### src/rtl/alu_rs_pkg.sv
// alu_rs_pkg: shared tag widths, FU-type codes and reservation-station entry states
package alu_rs_pkg;
    localparam int TAG_W = 8;
    localparam logic [TAG_W-1:0] NO_TAG = 8'd0;
    localparam logic [2:0] FU_ALU = 3'd1;
    localparam logic [2:0] FU_LSU = 3'd2;
    localparam logic [2:0] FU_MUL = 3'd3;
    localparam logic [2:0] FU_DIV = 3'd4;
    typedef enum logic [1:0] {FREE, WAIT, READY, EXEC} rs_state_e;
endpackage

### src/rtl/rs_entry.sv
// rs_entry: one station slot (clk, rst active-low async; issue alloc/op/q/v in, cdb in, disp in; is_free/is_ready/op/vj/vk out)
module rs_entry
    import alu_rs_pkg::*;
(
    input  logic             clk,
    input  logic             rst,
    input  logic [TAG_W-1:0] tag,
    input  logic             alloc,
    input  logic [3:0]       issue_op,
    input  logic [TAG_W-1:0] issue_qj,
    input  logic [TAG_W-1:0] issue_qk,
    input  logic [31:0]      issue_vj,
    input  logic [31:0]      issue_vk,
    input  logic             cdb_valid,
    input  logic [TAG_W-1:0] cdb_rs_num,
    input  logic [31:0]      cdb_data,
    input  logic             disp,
    output logic             is_free,
    output logic             is_ready,
    output logic [3:0]       op,
    output logic [31:0]      vj,
    output logic [31:0]      vk
);
    rs_state_e st;
    logic [TAG_W-1:0] qj, qk;
    logic cdb_hit, fj, fk, wj, wk;
    assign cdb_hit = cdb_valid && cdb_rs_num != NO_TAG;
    assign fj = cdb_hit && issue_qj == cdb_rs_num;
    assign fk = cdb_hit && issue_qk == cdb_rs_num;
    assign wj = cdb_hit && qj == cdb_rs_num;
    assign wk = cdb_hit && qk == cdb_rs_num;
    assign is_free = st == FREE;
    assign is_ready = st == READY;
    always_ff @(posedge clk or negedge rst)
        if (!rst) begin
            st <= FREE;
            op <= '0;
            qj <= NO_TAG;
            qk <= NO_TAG;
            vj <= '0;
            vk <= '0;
        end else case (st)
            FREE: if (alloc) begin
                op <= issue_op;
                qj <= fj ? NO_TAG : issue_qj;
                qk <= fk ? NO_TAG : issue_qk;
                vj <= fj ? cdb_data : issue_vj;
                vk <= fk ? cdb_data : issue_vk;
                st <= (fj || issue_qj == NO_TAG) && (fk || issue_qk == NO_TAG) ? READY : WAIT;
            end
            WAIT: begin
                if (wj) begin
                    qj <= NO_TAG;
                    vj <= cdb_data;
                end
                if (wk) begin
                    qk <= NO_TAG;
                    vk <= cdb_data;
                end
                if (qj == NO_TAG && qk == NO_TAG) st <= READY;
            end
            READY: if (disp) st <= EXEC;
            EXEC: if (cdb_hit && cdb_rs_num == tag) st <= FREE;
            default: st <= FREE;
        endcase
endmodule

### src/rtl/alu_rs.sv
// alu_rs: ALU reservation station (issue in/tag out, CDB in, dispatch out; rst active-low async)
module alu_rs
    import alu_rs_pkg::*;
#(
    parameter int         DEPTH   = 4,
    parameter logic [2:0] FU_TYPE = FU_ALU
) (
    input  logic             clk,
    input  logic             rst,
    input  logic             issue_valid,
    output logic             issue_ready,
    input  logic [3:0]       issue_op,
    input  logic [TAG_W-1:0] issue_qj,
    input  logic [TAG_W-1:0] issue_qk,
    input  logic [31:0]      issue_vj,
    input  logic [31:0]      issue_vk,
    output logic [TAG_W-1:0] issue_tag,
    input  logic             cdb_valid,
    input  logic [TAG_W-1:0] cdb_rs_num,
    input  logic [31:0]      cdb_data,
    output logic             disp_valid,
    input  logic             disp_ready,
    output logic [3:0]       disp_op,
    output logic [31:0]      disp_vj,
    output logic [31:0]      disp_vk,
    output logic [TAG_W-1:0] disp_tag
);
    logic [DEPTH-1:0] free, rdy, alloc, disp;
    logic [3:0]  op [DEPTH];
    logic [31:0] vj [DEPTH];
    logic [31:0] vk [DEPTH];
    logic [4:0] free_idx, rdy_idx, sel, hold_idx;
    logic hold_v;
    assign issue_ready = |free;
    assign disp_valid = |rdy;
    assign issue_tag = {FU_TYPE, free_idx + 5'd1};
    // a stalled entry stays presented even if a lower-index entry becomes READY
    assign sel = hold_v ? hold_idx : rdy_idx;
    always_comb begin
        free_idx = '0;
        rdy_idx = '0;
        disp_op = '0;
        disp_vj = '0;
        disp_vk = '0;
        disp_tag = NO_TAG;
        for (int i = DEPTH - 1; i >= 0; i--) begin
            if (free[i]) free_idx = 5'(i);
            if (rdy[i]) rdy_idx = 5'(i);
        end
        for (int i = 0; i < DEPTH; i++) if (disp_valid && sel == 5'(i)) begin
            disp_op = op[i];
            disp_vj = vj[i];
            disp_vk = vk[i];
            disp_tag = {FU_TYPE, 5'(i + 1)};
        end
    end
    always_ff @(posedge clk or negedge rst)
        if (!rst) begin
            hold_v <= 1'b0;
            hold_idx <= '0;
        end else begin
            hold_v <= disp_valid && !disp_ready;
            hold_idx <= sel;
        end
    for (genvar g = 0; g < DEPTH; g++) begin : g_ent
        assign alloc[g] = issue_valid && issue_ready && free_idx == 5'(g);
        assign disp[g] = disp_valid && disp_ready && sel == 5'(g);
        rs_entry u_ent (
            .clk(clk), .rst(rst), .tag({FU_TYPE, 5'(g + 1)}), .alloc(alloc[g]),
            .issue_op(issue_op), .issue_qj(issue_qj), .issue_qk(issue_qk),
            .issue_vj(issue_vj), .issue_vk(issue_vk),
            .cdb_valid(cdb_valid), .cdb_rs_num(cdb_rs_num), .cdb_data(cdb_data),
            .disp(disp[g]), .is_free(free[g]), .is_ready(rdy[g]),
            .op(op[g]), .vj(vj[g]), .vk(vk[g])
        );
    end
endmodule

### config.mk
export PLATFORM = sky130hd
export DESIGN_NAME = alu_rs
export DESIGN_NICKNAME = d
export VERILOG_FILES = /design/src/rtl/alu_rs_pkg.sv /design/src/rtl/rs_entry.sv /design/src/rtl/alu_rs.sv
export SDC_FILE = /design/constraint.sdc
export NUM_CORES = 1
export LEC_CHECK = 0
export CAP_MARGIN = 20
export CORE_UTILIZATION = 35
export DETAILED_ROUTE_END_ITERATION = 8
export PLACE_DENSITY = 0.51
export SKIP_LAST_GASP = 1
export SYNTH_ARGS = -nofsm -noshare
export SYNTH_HDL_FRONTEND = slang
export SYNTH_SLANG_ARGS = --single-unit
### constraint.sdc
create_clock -name clk -period 3.4 [get_ports clk]
set_input_delay 0.51 -clock clk [delete_from_list [all_inputs] [get_ports clk]]
set_output_delay 0.51 -clock clk [all_outputs]
set_load 0.05 [all_outputs]
==> run_results.csv <==
group,metric,value,unit
status,status,"finished, violations left",
status,violations,"hold timing, setup timing",
setup_path,critPathCaptureType,"primary output",
synthesis,synth_cells,1755,
die,dieArea,58670,µm²
sta,fin_skew,20.07,ps
route,wl_per_cell,24.78,µm
setup_path,arrival,2980,ps
sta,holdWs,-1.241,ps
flow_run,max_cap_violations,0,
synthesis,synth_top_area_share,0.4337,
die,ioPinCount,215,
setup_path,crit_type,"flip-flop to primary output",
die,num_rows,87,
sta,fmaxAchievable,0.2864,GHz
setup_path,worst-path-max-fanout,8,
finish,multi_input_area,12060,µm²
clock_tree,insertion_delay,570,ps
synthesis,yosys-top-cells-area,"dfrtp_1 43%, mux2_2 24%, mux2_1 6.1%",
place,placed_area,24870,µm²
sta,slew_headroom,0.3361,
sta,setup_tns,-2120,ps
finish,regArea,8761,µm²
global_route,grt_pass1_wl,106500,µm
route,first_iter_violations,732,
global_route,grt-ovfl-total,0,
synthesis,async_reset_ff_frac,1.000,
hold_path,min_path_type,"primary input to asynchronous set/reset pin",
clock_tree,clk_path_buf_depth,3,
finish,fillers,4947,
die,die_h,242.2,µm
setup_path,start_kind,"flip-flop",
sta,layout_min_cycle_time,3491,ps
route,drc,0,
synthesis,synthFlopType,"dfrtp_1",
sta,slew_viol_final,0,
global_route,grt_pass1_vias,16230,
clock_tree,cts_buffers,44,
clock_tree,htree_levels,2,
route,vias,15200,
setup_path,cp.required,2890,ps
route,via_per_inst,5.370,
sta,post-route-period-util,1.027,
global_route,groute.usage.overall,0.2410,
synthesis,ys_warn_count,0,
synthesis,post_synth.cell_area_avg,11.51,µm²
route,wirelength,70160,µm
synthesis,synth_top_cell_by_area,"dfrtp_1",
sta,rsz0062_at_grt,"true",
clock_tree,cts.sinks,350,
synthesis,synth_seq_area_share,0.4337,
finish,final_cell_mix,"423 x mux2_2, 348 x dfrtp_1, 142 x nand2_1",
route,drtAntennaViolNets,0,
sta,finalHoldViolCount,1,
clock_tree,cts_tree,"yes",
sta,setup_viol,55,
place,post-place-ws,151.3,ps
place,gp_congestion,0.8403,
die,dieWidth,242.2,µm
clock_tree,cts-root-buf,"clkbuf_16",
synthesis,synth_enable_flop_cells,0,
finish,final_common_cell,"mux2_2",
sta,fin_ws,-91.16,ps
die,core,56710,µm²
finish,nNetsFinal,2189,
finish,finalInstanceArea,28390,µm²
die,initial_core_util,0.3561,
global_route,grt_max_degree,106,
global_route,antenna_found_initial,4,
finish,synthToLayoutAreaGrowth,40.55,%
place,io_buffers,205,
clock_tree,clk_pin_slew,60,ps
route,drtPass1Iterations,5,
finish,drive_gt1_frac,0.4333,
synthesis,syn_area,20200,µm²
place,dp_hpwl,43000,µm
synthesis,yosysUniqueCellTypes,47,
synthesis,ys_ff_latch,350,
sta,worst_pin_slew,985.5,ps
-- layer usage --
metal	part of all wire	vias up	GRT usage
met2	0.47	390	0.3943
met1	0.44	7837	0.3200
met3	0.050	129	0.04309
met4	0.035	4	0.08265
li1	-	6843	-
met5	0.00034	-	0
-- worst max-delay path: stages (launching register included) --
cell,delay (ps)
dfrtp_1,380
inv_2,110
ha_4,160
nor2_2,30
o41a_1,440
inv_2,110
buf_12,110
and3_4,260
buf_12,160
buf_12,160
a221oi_2,50
o21ai_2,250
buf_12,180
-- Yosys cell counts (4+ instances only) --
master / n
dfrtp_1: 350
a21oi_1: 10
ha_1: 22
buf_4: 22
inv_1: 84
xor2_1: 80
clkbuf_1: 45
o21ai_0: 69
a31oi_2: 8
mux2i_1: 68
nor4_1: 32
nand2_1: 143
o32ai_1: 8
and2_1: 7
nand3_1: 14
mux2_1: 109
buf_2: 45
nor3_1: 4
a221oi_1: 69
or4_1: 8
nor2_1: 73
nor4_4: 4
buf_6: 14
o21ai_1: 10
mux2_2: 423
-- what timing repair did --
action                                 CTS  global route
endpoints found under the hold margin    0             0
pin swaps                               90            41
cloned                                  19             1
resized for setup                      153            41
setup endpoints to repair               72            68
setup buffers                           40            10
hold buffers                             0             0
-- area by class of cell --
class                   count  share of cell area
multi-input cells        1200              0.4249
flip-flops and latches    350              0.3086
repair buffers            358              0.1724
clock buffers              63             0.04381
well taps                 756             0.03332
inverters                  84             0.01120
clock inverters            13            0.005113
diodes                      7           0.0006171
-- kinds of logic after synthesis --
family	after synthesis	synth area share
compound gates	189	0.06691
xor+xnor	80	0.03469
fa+ha+maj	22	0.01363
buf+inv	212	0.05148
flops	350	0.4337
mux	600	0.3303
other cells	2	0.0003718
simple gates	300	0.06895
-- path summary, 6_finish.rpt --
path                       cells past startpoint                    end  slack, ps             startpoint
max                                           12            disp_vj[18]        -90   g_ent[3].u_ent.st[0]
min                                            1   g_ent[2].u_ent.qk[2]         -1                    rst
max reg2reg                                   12  g_ent[0].u_ent.vk[20]        230   g_ent[2].u_ent.st[0]
min reg2reg                                    1  g_ent[3].u_ent.vk[24]        490  g_ent[3].u_ent.vk[24]
max in group asynchronous                      2  g_ent[2].u_ent.vj[18]       2480                    rst
min in group clk                               1  g_ent[3].u_ent.vk[24]        490  g_ent[3].u_ent.vk[24]
-- state kept, by name, summed over array words and instances (netlist names) --
name / flops
g_ent.u_ent.op: 16
g_ent.u_ent.qj: 32
g_ent.u_ent.qk: 32
g_ent.u_ent.st: 8
g_ent.u_ent.vj: 128
g_ent.u_ent.vk: 128
hold_idx: 5
hold_v: 1
-- stage by stage --
| step | utilization | instances | hold slack (ps) |
|---|---|---|---|
| 3_3_place_gp | 0.4384 | 2684 | 472.9 |
| 2_1_floorplan | - | 1762 | 214.4 |
| 3_5_place_dp | 0.4384 | 2684 | 477.7 |
| 6_report | 0.5005 | 2831 | -1.241 |
| 5_1_grt | 0.5003 | 2826 | 60.44 |
| 4_1_cts | 0.4939 | 2818 | 53.90 |
Power is left out: the tool's default activity adds up to more than one toggle a clock period on the data nets, which glitch-free logic cannot reach.
